File: src/rtl/dmem_arbiter.sv
// Two-port arbiter for the single-port data memory: CPU (port 0) vs host/debug (port 1).
// Round-robin on ties, optional host burst lock, and a CPU starvation override of that lock.
module dmem_arbiter #(
    parameter int AW       = 8,
    parameter int DW       = 8,
    parameter int MAX_WAIT = 4
) (
    input  logic          clk,
    input  logic          reset,
    input  logic          cpu_req,
    input  logic          cpu_we,
    input  logic [AW-1:0] cpu_addr,
    input  logic [DW-1:0] cpu_wdata,
    output logic          cpu_gnt,
    output logic          cpu_rvalid,
    output logic [DW-1:0] cpu_rdata,
    input  logic          host_req,
    input  logic          host_lock,
    input  logic          host_we,
    input  logic [AW-1:0] host_addr,
    input  logic [DW-1:0] host_wdata,
    output logic          host_gnt,
    output logic          host_rvalid,
    output logic [DW-1:0] host_rdata,
    output logic          m_we,
    output logic [AW-1:0] m_addr,
    output logic [DW-1:0] m_wdata,
    input  logic [DW-1:0] m_rdata,
    output logic [7:0]    conflict_cnt
);

    localparam logic [0:0] ST_FREE        = 1'b0;
    localparam logic [0:0] ST_HOST_LOCKED = 1'b1;
    localparam logic       OWN_CPU        = 1'b0;
    localparam logic       OWN_HOST       = 1'b1;
    localparam logic [3:0] WAIT_MAX       = 4'(MAX_WAIT);

    logic [0:0]    state, state_d;
    logic          last_owner;
    logic [3:0]    wait_cnt;
    logic          override;
    logic [AW-1:0] addr_q;
    logic [DW-1:0] wdata_q;

    // Grants are gated by reset so an asserted reset silences the memory at once.
    always_comb begin
        cpu_gnt  = 1'b0;
        host_gnt = 1'b0;
        override = 1'b0;
        if (reset) begin
            if (state == ST_HOST_LOCKED && host_req) begin
                if (cpu_req && wait_cnt == WAIT_MAX) begin
                    cpu_gnt  = 1'b1;
                    override = 1'b1;
                end else begin
                    host_gnt = 1'b1;
                end
            end else if (cpu_req && host_req) begin
                if (last_owner == OWN_HOST) cpu_gnt  = 1'b1;
                else                        host_gnt = 1'b1;
            end else begin
                cpu_gnt  = cpu_req;
                host_gnt = host_req;
            end
        end
    end

    // The lock survives idle or host-absent cycles; only host_lock=0 or an override drops it.
    always_comb begin
        state_d = ST_FREE;
        if ((host_gnt && host_lock) ||
            (state == ST_HOST_LOCKED && host_lock && !override))
            state_d = ST_HOST_LOCKED;
    end

    assign m_we    = (cpu_gnt & cpu_we) | (host_gnt & host_we);
    assign m_addr  = cpu_gnt ? cpu_addr  : (host_gnt ? host_addr  : addr_q);
    assign m_wdata = cpu_gnt ? cpu_wdata : (host_gnt ? host_wdata : wdata_q);

    // Memory read data is only meaningful in the cycle after the read grant.
    assign cpu_rdata  = cpu_rvalid  ? m_rdata : '0;
    assign host_rdata = host_rvalid ? m_rdata : '0;

    always_ff @(posedge clk or negedge reset) begin
        if (!reset) begin
            state        <= ST_FREE;
            last_owner   <= OWN_HOST;
            wait_cnt     <= '0;
            conflict_cnt <= '0;
            addr_q       <= '0;
            wdata_q      <= '0;
            cpu_rvalid   <= 1'b0;
            host_rvalid  <= 1'b0;
        end else begin
            state   <= state_d;
            addr_q  <= m_addr;
            wdata_q <= m_wdata;
            if (cpu_gnt)       last_owner <= OWN_CPU;
            else if (host_gnt) last_owner <= OWN_HOST;
            if (!cpu_req || cpu_gnt)    wait_cnt <= '0;
            else if (wait_cnt != WAIT_MAX) wait_cnt <= wait_cnt + 4'd1;
            if (cpu_req && host_req && conflict_cnt != 8'hFF)
                conflict_cnt <= conflict_cnt + 8'd1;
            cpu_rvalid  <= cpu_gnt & ~cpu_we;
            host_rvalid <= host_gnt & ~host_we;
        end
    end

endmodule

File: config.mk
export PLATFORM = sky130hd
export DESIGN_NAME = dmem_arbiter
export DESIGN_NICKNAME = d
export VERILOG_FILES = /design/src/rtl/dmem_arbiter.sv
export SDC_FILE = /design/constraint.sdc
export NUM_CORES = 1
export LEC_CHECK = 0
export CORE_MARGIN = 3
export CORE_UTILIZATION = 35
export CTS_BUF_LIST = sky130_fd_sc_hd__clkbuf_4 sky130_fd_sc_hd__clkbuf_8 sky130_fd_sc_hd__clkbuf_16
export CTS_CLUSTER_DIAMETER = 100
export DETAILED_ROUTE_END_ITERATION = 16
export PLACE_DENSITY = 0.77
export SLEW_MARGIN = 25
export SYNTH_ARGS = -nofsm -noshare
export SYNTH_HDL_FRONTEND = slang
export SYNTH_SLANG_ARGS = --single-unit
File: constraint.sdc
create_clock -name clk -period 1.9 [get_ports clk]
set_input_delay 0.38 -clock clk [delete_from_list [all_inputs] [get_ports clk]]
set_output_delay 0.38 -clock clk [all_outputs]
set_load 0.01 [all_outputs]
# Yosys cells after proc, flatten, opt, wreduce, memory -nomap -nowiden
# Index checks and enable logic that the tools add are counted.
[totals]
ff_bits = 32
inputBits = 47
output_inout_bits = 45
elab_cells = 56
[classes]
n_addsub = 2
eq_ne = 3
mux = 23
n_bitwise = 7
n_reduce_logical = 13
[ops]
columns = ["cell", "n"]
rows = [
  ["two-way mux 8 bit", 6],
  ["two-way mux 1 bit", 15],
  ["adder 8 x 1 -> 8 bit (second input constant)", 1],
  ["two-way mux 4 bit", 2],
  ["inequality test 8 bit (second input constant)", 1],
  ["logical AND 1 bit", 7],
  ["adder 4 x 1 -> 4 bit (second input constant)", 1],
  ["bitwise AND 1 bit", 4],
  ["equality test 4 x 3 -> 1 bit (second input constant)", 1],
  ["inequality test 4 x 3 -> 1 bit (second input constant)", 1],
  ["nonzero test 2 bit", 2],
  ["logical NOT 1 bit", 2],
  ["logical OR 1 bit", 2],
  ["inverter 1 bit", 2],
  ["bitwise OR 1 bit", 1],
]

# Longest topological paths before layout
# Gate-level depths: netlist of run 1.
[logic_depth]
depth_word = 9
mapped_depth = 8
mapped_depth_nobuf = 6

# Least setup slack after synthesis of run 1
# No wires, ideal clock.
[synth_path]
kind = "register to output"
start = "reg wait_cnt[0]"
end = "out m_addr[6]"
t_arrival_ps = 1616
required_time_ps = 1520
path_slack_ps = -96
stages_incl_launch_ff = 9
path_buffers = 2
cell_sequence = "dfrtp_1 -> inv_1 -> ha_1 -> nand4b_2 -> a41oi_2 -> buf_6 -> buf_12 -> mux2i_1 -> a21oi_1"
[synth_between]
elab_chain_len = 7
elab_cells_between_ends = 10
cone_classes = "eq/ne: 1; mux: 8; reduce/logical: 1"
[synth_lines]
columns = ["item", "line_no", "rtl"]
rows = [
  ["start, declared", "40", "logic [3:0] wait_cnt;"],
  ["start signal, assigned", "101", "else if (wait_cnt != WAIT_MAX) wait_cnt <= wait_cnt + 4'd1;"],
  ["equality test 4 x 3 -> 1 bit *", "52", "if (cpu_req && wait_cnt == WAIT_MAX) begin"],
  ["logical AND 1 bit *", "52", ""],
  ["two-way mux 1 bit", "52", ""],
  ["two-way mux 1 bit", "51", "if (state == ST_HOST_LOCKED && host_req) begin"],
  ["two-way mux 1 bit", "50", "if (reset) begin"],
  ["two-way mux 8 bit", "77", "assign m_addr = cpu_gnt ? cpu_addr : (host_gnt ? host_addr : addr_q);"],
  ["two-way mux 8 bit *", "77", ""],
  ["end, declared", "26", "output logic [AW-1:0] m_addr,"],
]
# Mark *: on every way between the ends. The rest lies on a longest branch, timed or not.

# Worst setup path after layout of run 1
[layout_path]
start = "reg wait_cnt[1]"
end = "out m_wdata[2]"
[layout_between]
elab_chain_len = 7
elab_cells_between_ends = 10
cone_classes = "eq/ne: 1; mux: 8; reduce/logical: 1"
[layout_lines]
columns = ["item", "line_no", "rtl"]
rows = [
  ["equality test 4 x 3 -> 1 bit *", "52", ""],
  ["logical AND 1 bit *", "52", ""],
  ["two-way mux 1 bit", "52", ""],
  ["two-way mux 1 bit", "51", ""],
  ["two-way mux 1 bit", "50", ""],
  ["two-way mux 8 bit", "78", "assign m_wdata = cpu_gnt ? cpu_wdata : (host_gnt ? host_wdata : wdata_q);"],
  ["two-way mux 8 bit *", "78", ""],
  ["end, declared", "27", "output logic [DW-1:0] m_wdata,"],
]
# Marked as above.

==> results of run 1 <==
-- cell usage in the layout (no fill, tap or decap), types with 2 or more instances in the layout --
cell / count
clkdlybuf4s50_1: 60
buf_4: 36
dfrtp_1: 31
nor2_1: 21
and2_1: 16
buf_2: 13
a21oi_2: 12
buf_6: 11
mux2i_4: 8
mux2i_2: 7
xnor2_1: 7
clkbuf_8: 7
dlymetal6s2s_1: 7
nand2_1: 6
a21oi_4: 4
a21oi_1: 4
dlygate4sd2_1: 4
inv_1: 3
nand3_1: 3
buf_12: 3
nand2b_1: 2
inv_2: 2
a41oi_2: 2
o21ai_0: 2
nand4_1: 2
and3_1: 2
xor2_1: 2
ha_1: 2
buf_16: 2
-- synthesized netlist by cell type, drive strengths merged, types with 3 or more instances --
cell type and instances:
ha 3, and3 3, nand2 6, inv 6
mux2i 16, buf 5, a21oi 20, and2 16
nor2 22, nand3 3, dfrtp 31, xnor2 7
-- kinds of logic (layout without fill, tap and decap cells) --
kind of cell,count (synthesis),count (layout),share of synthesized area [%]
simple gates,59,59,18.9
fa+ha+maj,3,3,2.29
mux,17,17,10.4
xor+xnor,9,9,4.81
buf+inv,12,152,4.42
flops,32,32,48.9
compound gates,27,27,10.2
-- cell type report --
class | instances | area (um2) | area share, %
Sequential cell | 32 | 802 | 23.7
Multi-Input combinational cell | 115 | 1010 | 30.0
Tap cell | 52 | 65.1 | 1.93
Clock inverter | 1 | 30.0 | 0.889
Inverter | 6 | 25.0 | 0.741
Timing Repair Buffer | 138 | 1350 | 39.8
Clock buffer | 7 | 96.3 | 2.85
-- layer usage --
layer	wire [um]	up-vias
li1	-	824
met1	2130	819
met2	3160	72
met3	474	10
met4	95	0
met5	0	-
-- sequential cells by signal, indices dropped and copies added (netlist names) --
name,cells
host_rvalid,1
wait_cnt,4
last_owner,1
conflict_cnt,8
wdata_q,8
addr_q,8
cpu_rvalid,1
state,1
-- what timing repair did --
item                                   in CTS  in global routing
gates cloned                                4                  0
endpoints found under the hold margin       0                  0
setup buffers                              13                  6
gates resized for setup                   104                 23
pin swaps                                  20                  4
setup endpoints to repair                  21                 34
-- critical path, delay by kind of cell, from the launching register on --
family	cells	cell delay (ns)
muxes	1	0.23
AOI/OAI and AO/OA	2	0.28
DFF	1	0.39
adders and majority gates	1	0.14
and+or+nand+nor	1	0.10
buffers and inverters	5	0.63
-- path summary, 6_finish.rpt --
path                                 start               to
max reg2reg                    wait_cnt[1]       wdata_q[3]
min in group clk           conflict_cnt[5]  conflict_cnt[5]
min                                  reset       wdata_q[3]
max in group asynchronous            reset       last_owner
max                            wait_cnt[1]       m_wdata[2]
min reg2reg                conflict_cnt[5]  conflict_cnt[5]
-- report_power, final --
group	total [mW]	leakage [nW]	switching, mW	internal (mW)
Sequential	0.981	0.387	0.140	0.841
Clock	0.726	0.0645	0.263	0.463
Combinational	1.27	1.20	0.511	0.755
Total	2.97	1.65	0.914	2.06
==> impl_results.md, run 1 <==
- Status: complete, but fails checks
- Violated checks: negative setup slack
- Post-Route WL: 5.86 mm
- WP data arrival: 2.06 ns
- CTS Sinks: 32
- Row count: 24
- Unique masters post-synth: 31
- Num CTS Buffers: 5
- Crit Path Class: reg2out
- I/O pin count: 92
- Gr busiest metal: met2
- Met3 Use GR: 5.54%
- Ys async rst share: 100%
- YS warnings: 0
- Via count: 1725
- Nets: 348
- Post-CTS Hold Buffers: 0
- Post-synthesis sequential area ratio: a little under 50%
- Global routing usage on met2: 37.3%
- Max cap viols: 0
- Worst setup SP type: flip-flop
- Vias in the first global route: 1726
- Setup TNS: -9.17 ns
- # setup viols final: 21
- RSZ-0062 raised after global routing: true
- Reg2reg setup slack: -0.07 ns
- Yosys reg bits: 32
- Initial Utilization: 36.9%
- Leak Pwr: 1.65 nW
- CTS tree: built
- Ant diodes: 0
- Area growth from synthesis to layout: 106%
- DP Worst Slack: -0.868 ns
- Final worst-path cycle share: 129%
- Fin. max-slew vios: 0
- H-tree depth: 2
- Final std cells w/o fill: 351
- Reg clk slew, reported paths: 0.08 ns
- Worst Path Required: 1.52 ns
- Synth Cell Area: between 0.0015 and 0.002 mm2
- Syn nets: 209
- Wire length per cell: 16.7 um
- Max clock buf depth: 2
- Overall power: 2.97 mW
- Worst rel slew slack: 81.6%
- Buffers on Ports: 91
- Full die area: between 0.005 and 0.006 mm2
- Number of vias per cell: 4.91
- Fill count: 297
- Drt pass-1 iters: 4
- Crit path time final: 2.44 ns
- Antenna Nets Post-Route: 0
- Layout cells sized above 1: 39.5%
- Final Cell Area: roughly 0.0034 mm2
- GR Util met1: a little under a quarter
- Worst skew pair latency: 0.29 ns
- DPL Wire Length: about 3.5 mm
- CP cell instances: inv_2 > ha_4 > nand4b_4 > a41oi_2 > buf_4 > buf_6 > buf_12 > mux2i_2 > a21oi_2 > buf_2
- GPL Wtd Cong: ~0.76
- Pwr dens: 880 mW/mm2
- Hold slack final: 0.0596 ns
- GRT overflow: 0
- Fmax: 0.409 GHz
- Placed Area: 0.00291 mm2
- Clk root buf: clkbuf_8
- Slowest Stage Delay on Critical Path: between 0.3 and 0.4 ns
- Largest net degree at the start of global routing: 17
- Post-synth EDFFs: 0
- Slew @ Worst Pin: around 0.27 ns
- Predominant post-synthesis flop cell: dfrtp_1
- Post-Place Cells: 322
- Leading area contributor after synthesis: dfrtp_1
- Die Span X: between 70 and 80 um
- Top cell type's share of synthesized area: a little under half
- Final Skew: 0.00968 ns
- Crit end category: output port
- Mapped Avg Cell Area: 10.3 um2
- DRC violations left: 0
- Hold/Removal Path Class: in2async
- GRT Overall Usage: around a fifth
- Synthesized instance count: between 150 and 200
- FF-to-FF path depth: 11
- First-pass GRT wire length: 8.42 mm
- Crit-path max FO: 5
- Core footprint: ~0.0044 mm2
- Hold Vio Cnt, Final: 0
- Detailed Route Iter0 Violations: 90
- Die H: ~74 um
- Peak supply drop: 0.523 mV
- Final WS setup: -0.543 ns
- Final core utilization: 76.0%
- Largest cells by area after synthesis: dfrtp_1, mux2i_1, a21oi_1, and2_1, nor2_1
- Slowest CP cell: dfrtp_1
- Initial antenna violation count: 0
Power figures use the tool's default switching activity.
==> run 2: changes to the inputs <==
--- a/config.mk
+++ b/config.mk
@@ -6,11 +6,11 @@
 export NUM_CORES = 1
 export LEC_CHECK = 0
 export CORE_MARGIN = 3
-export CORE_UTILIZATION = 35
+export CORE_UTILIZATION = 38
 export CTS_BUF_LIST = sky130_fd_sc_hd__clkbuf_4 sky130_fd_sc_hd__clkbuf_8 sky130_fd_sc_hd__clkbuf_16
 export CTS_CLUSTER_DIAMETER = 100
 export DETAILED_ROUTE_END_ITERATION = 16
-export PLACE_DENSITY = 0.77
+export PLACE_DENSITY = 0.8
 export SLEW_MARGIN = 25
 export SYNTH_ARGS = -nofsm -noshare
 export SYNTH_HDL_FRONTEND = slang
==> constraint.sdc (replaced) <==
create_clock -name clk -period 2.4 [get_ports clk]
set_input_delay 0.48 -clock clk [delete_from_list [all_inputs] [get_ports clk]]
set_output_delay 0.48 -clock clk [all_outputs]
set_load 0.01 [all_outputs]
==> impl_results.md, run 2 (synthesis results as in run 1) <==
- Vias in the first global route: 1646
- Final worst-path cycle share: 106%
- Crit Path Class: reg2out
- Fmax: 0.393 GHz
- Largest net degree at the start of global routing: 19
- Crit. Startpoint: wait_cnt[0]
- Nets: 351
- Max cap viols: 0
- Die H: 71.7 um
- Antenna Nets Post-Route: 0
- Reg clk slew, reported paths: 0.07 ns
- Final Skew: 0.00940 ns
- I/O pin count: 92
- Hold Vio Cnt, Final: 0
- Commonest cells after routing, fill and taps aside: clkdlybuf4s50_1, buf_4, dfrtp_1
- Detailed Route Iter0 Violations: 41
- First-pass GRT wire length: roughly 8 mm
- Num CTS Buffers: 5
- Core footprint: 0.00409 mm2
- Final WS setup: -0.145 ns
- CTS Sinks: 32
- GRT overflow: 0
- Worst setup SP type: flip-flop
- FF-to-FF path depth: 14
- Overall power: between 2 and 2.5 mW
- Peak supply drop: 0.530 mV
- Largest regs: addr_q: 8 flops, conflict_cnt: 8 flops, wdata_q: 8 flops
- Hold/Removal Path Class: in2async
- Die Span X: between 70 and 80 um
- Layout cells sized above 1: 36.8%
- Full die area: roughly 0.0051 mm2
- GPL Wtd Cong: 0.792
- Via count: 1681
- Max clock buf depth: 2
- H-tree depth: 2
- Clk root buf: clkbuf_8
- WP data arrival: 2.06 ns
- Post-Route WL: approximately 5.3 mm
- Crit end category: output port
- Hold slack final: 0.177 ns
- Crit path time final: 2.54 ns
- Fill count: 291
- RSZ-0062 raised after global routing: true
- Worst skew pair latency: 0.28 ns
- DPL Wire Length: 3.41 mm
- Number of vias per cell: approximately 4.8
- Row count: 23
- CTS tree: built
- Final std cells w/o fill: roughly 350
- Wire length per cell: around 15 um
- Violated checks: negative setup slack
- Worst Path Required: 1.92 ns
- Initial Utilization: between 40% and 50%
- Worst rel slew slack: 65.8%
- Leak Pwr: 1.51 nW
- Fin. max-slew vios: 0
- # setup viols final: 15
- Area growth from synthesis to layout: 93.1%
- DRC violations left: 0
- Slew @ Worst Pin: 0.507 ns
- Most common cell after layout, fill and taps aside: clkdlybuf4s50_1
- Pwr dens: 668 mW/mm2
- Post-Place Cells: 315
- GRT Overall Usage: 19.8%
- Drt pass-1 iters: 4
- Setup TNS: -0.604 ns
- RR Startpoint: wait_cnt[0]
- Crit-path max FO: 7
- Status: complete, but fails checks
- Ant diodes: 0
- Initial antenna violation count: 0
- Buffers on Ports: 91
==> run 2: critical path, stage by stage (launching register included) <==
cell and delay (ns):
dfrtp_1 0.39, inv_2 0.08, ha_4 0.16, nand4b_4 0.12
a41oi_4 0.21, buf_12 0.16, buf_6 0.10, buf_6 0.09
mux2i_1 0.19, a21oi_1 0.11, buf_2 0.16
==> run 2: layout make-up <==
class / instances / area, um2 / share of cell area, %
Timing Repair Buffer: 141 / 1280 / 40.5
Multi-Input combinational cell: 115 / 896 / 28.3
Sequential cell: 32 / 802 / 25.3
Clock buffer: 8 / 97.6 / 3.08
Tap cell: 50 / 62.6 / 1.98
Inverter: 6 / 27.5 / 0.869
==> run 2: layer usage <==
| layer | GRT usage, % | vias up | routed length [um] |
|---|---|---|---|
| li1 | - | 822 | - |
| met2 | 34.6 | 67 | 2710 |
| met4 | 3.13 | 0 | 31 |
| met5 | 0 | - | 0 |
| met1 | 24.8 | 790 | 2270 |
| met3 | 5.61 | 2 | 341 |
==> run 2: report_power, final <==
group | internal, mW | switching [mW]
Sequential | 0.665 | 0.0941
Clock | 0.257 | 0.196
Combinational | 0.533 | 0.370
==> run 2: worst paths after layout <==
| path | endpoint | slack, ns |
|---|---|---|
| max in group asynchronous | last_owner | 1.93 |
| min in group clk | conflict_cnt[5] | 0.50 |
| min | conflict_cnt[7] | 0.18 |
| min reg2reg | conflict_cnt[5] | 0.50 |
| max | m_addr[3] | -0.14 |
| max reg2reg | wdata_q[5] | 0.04 |
==> run 2: repair_timing <==
action	in CTS	in global routing
buffers inserted	21	6
hold buffers	0	0
setup endpoints to repair	19	20
endpoints found under the hold margin	0	0
gates resized for setup	94	23
gates cloned	1	2
pin swaps	17	5
==> run 2: per-stage QoR <==
step	area (um2)	setup slack (ns)	utilization [%]
after floorplan	1640	0.304	-
after global placement	2750	-0.515	67.4
after detailed placement	2750	-0.576	67.4
after CTS	3030	-0.0511	74.1
after global routing	3170	-0.263	77.5
final	3170	-0.145	77.5
==> run 3: changes to the inputs <==
--- a/config.mk
+++ b/config.mk
@@ -5,7 +5,7 @@
 export SDC_FILE = /design/constraint.sdc
 export NUM_CORES = 1
 export LEC_CHECK = 0
-export CORE_MARGIN = 3
+export CORE_MARGIN = 10
 export CORE_UTILIZATION = 38
 export CTS_BUF_LIST = sky130_fd_sc_hd__clkbuf_4 sky130_fd_sc_hd__clkbuf_8 sky130_fd_sc_hd__clkbuf_16
 export CTS_CLUSTER_DIAMETER = 100
==> impl_results.md, run 3 (synthesis results as in run 1) <==
- Reg clk slew, reported paths: 0.08 ns
- Drt pass-1 iters: 4
- Commonest cells after routing, fill and taps aside: clkdlybuf4s50_1, dfrtp_1, buf_4
- Number of vias per cell: 4.91
- GPL Wtd Cong: 0.779
- Peak supply drop: 0.591 mV
- Slew @ Worst Pin: roughly 0.53 ns
- Num CTS Buffers: 5
- Layout cells sized above 1: 28.5%
- Full die area: 0.00734 mm2
- Worst skew pair latency: 0.30 ns
- RSZ-0062 raised after global routing: true
- Via count: ~1600
- Final WS setup: -0.0781 ns
- CP cell instances: inv_2 > ha_4 > nand4b_4 > a41oi_4 > buf_6 > buf_16 > mux2i_1 > a21oi_2 > buf_2
- Vias in the first global route: 1729
- DRC violations left: 0
- DPL Wire Length: 3.95 mm
- CTS Sinks: 32
- Crit-path max FO: 5
- Worst Path Required: 1.92 ns
- Crit path time final: 2.48 ns
- Clk root buf: clkbuf_8
- Crit Path Class: reg2out
- Worst setup SP type: flip-flop
- Leak Pwr: around 1.4 nW
- Initial antenna violation count: 0
- Crit path max-delay family: buffers and inverters
- CTS tree: built
- Buffers on Ports: 91
- GRT Overall Usage: 14.8%
- Antenna Nets Post-Route: 0
- Fin. max-slew vios: 0
- Wire length per cell: 16.6 um
- WP data arrival: 2.00 ns
- Final Skew: roughly 0.011 ns
- GRT overflow: 0
- Fmax: 0.404 GHz
- Post-Route WL: 5.56 mm
- Die H: approximately 86 um
- Largest regs: addr_q: 8 flops, conflict_cnt: 8 flops, wdata_q: 8 flops
- Critical path buffers and inverters: 4
- Overall power: between 2 and 2.5 mW
- Area growth from synthesis to layout: 84.4%
- Hold/Removal Path Class: in2async
- Crit end category: output port
- Row count: 23
- Hold Vio Cnt, Final: 0
- Final worst-path cycle share: 103%
- # setup viols final: 16
- I/O pin count: 92
- Largest net degree at the start of global routing: 19
- Slowest Stage Delay on Critical Path: 0.39 ns
- Worst rel slew slack: 64.4%
- Pwr dens: 692 mW/mm2
- Die Span X: around 86 um
- Max clock buf depth: 2
- Ant diodes: 0
- First-pass GRT wire length: a little under 9 mm
- Initial Utilization: 40.1%
- H-tree depth: 2
- Status: complete, but fails checks
- Slowest CP cell: dfrtp_1
- Fill count: 318
- Final core utilization: approximately 74%
- Max cap viols: 0
- Core footprint: 0.00409 mm2
- Most common cell after layout, fill and taps aside: clkdlybuf4s50_1
- Nets: roughly 330
- Detailed Route Iter0 Violations: 57
- Violated checks: negative setup slack
-- run 3: area by class of cell --
cell class / instances / area (um2) / area share (%)
repair buffers: 123 / 1140 / 37.8
multi-input cells: 115 / 877 / 29.0
flip-flops and latches: 32 / 802 / 26.5
clock buffers: 5 / 68.8 / 2.28
well taps: 50 / 62.6 / 2.07
clock inverters: 3 / 42.5 / 1.41
inverters: 6 / 27.5 / 0.910
-- run 3: repair_timing --
item	in CTS	in global routing
setup endpoints to repair	19	19
gates cloned	3	2
hold buffers	0	0
pin swaps	11	4
resized for setup	84	24
setup buffers	8	3
-- run 3: report_power, final --
part | total [mW] | internal, mW | leakage [nW] | switching [mW]
logic | 0.816 | 0.466 | 0.988 | 0.350
clock network | 0.520 | 0.307 | 0.0541 | 0.213
registers | 0.757 | 0.665 | 0.387 | 0.0922
-- run 3: path summary, 6_finish.rpt --
kind | start | to | slack (ns) | cells after the start
setup / recovery | wait_cnt[1] | m_addr[5] | -0.08 | 9
hold reg to reg | conflict_cnt[5] | conflict_cnt[5] | 0.49 | 1
min in group clk | conflict_cnt[5] | conflict_cnt[5] | 0.49 | 1
hold / removal | reset | conflict_cnt[7] | 0.15 | 2
max in group asynchronous | reset | last_owner | 1.96 | 3
setup reg to reg | wait_cnt[1] | addr_q[2] | 0.17 | 13
-- run 3: routing by layer --
metal,routed length (um),vias up,GRT usage (%)
met5,0,-,0
li1,-,791,-
met4,120,0,5.99
met2,2790,67,25.1
met3,491,11,5.77
met1,2150,770,16.1
-- run 3: stage by stage --
| stage | instances | TNS, ns | hold slack (ns) | setup slack, ns | area [um2] |
|---|---|---|---|---|---|
| 5_1_grt | 334 | -2.73 | 0.171 | -0.237 | 3020 |
| 6_report | 334 | -0.639 | 0.150 | -0.0781 | 3020 |
| 3_3_place_gp | 312 | -8.65 | 0.474 | -0.495 | 2720 |
| 2_1_floorplan | 159 | 0 | 0.184 | 0.304 | 1640 |
| 3_5_place_dp | 312 | -9.02 | 0.474 | -0.529 | 2720 |
| 4_1_cts | 331 | -0.396 | 0.156 | -0.0469 | 2910 |
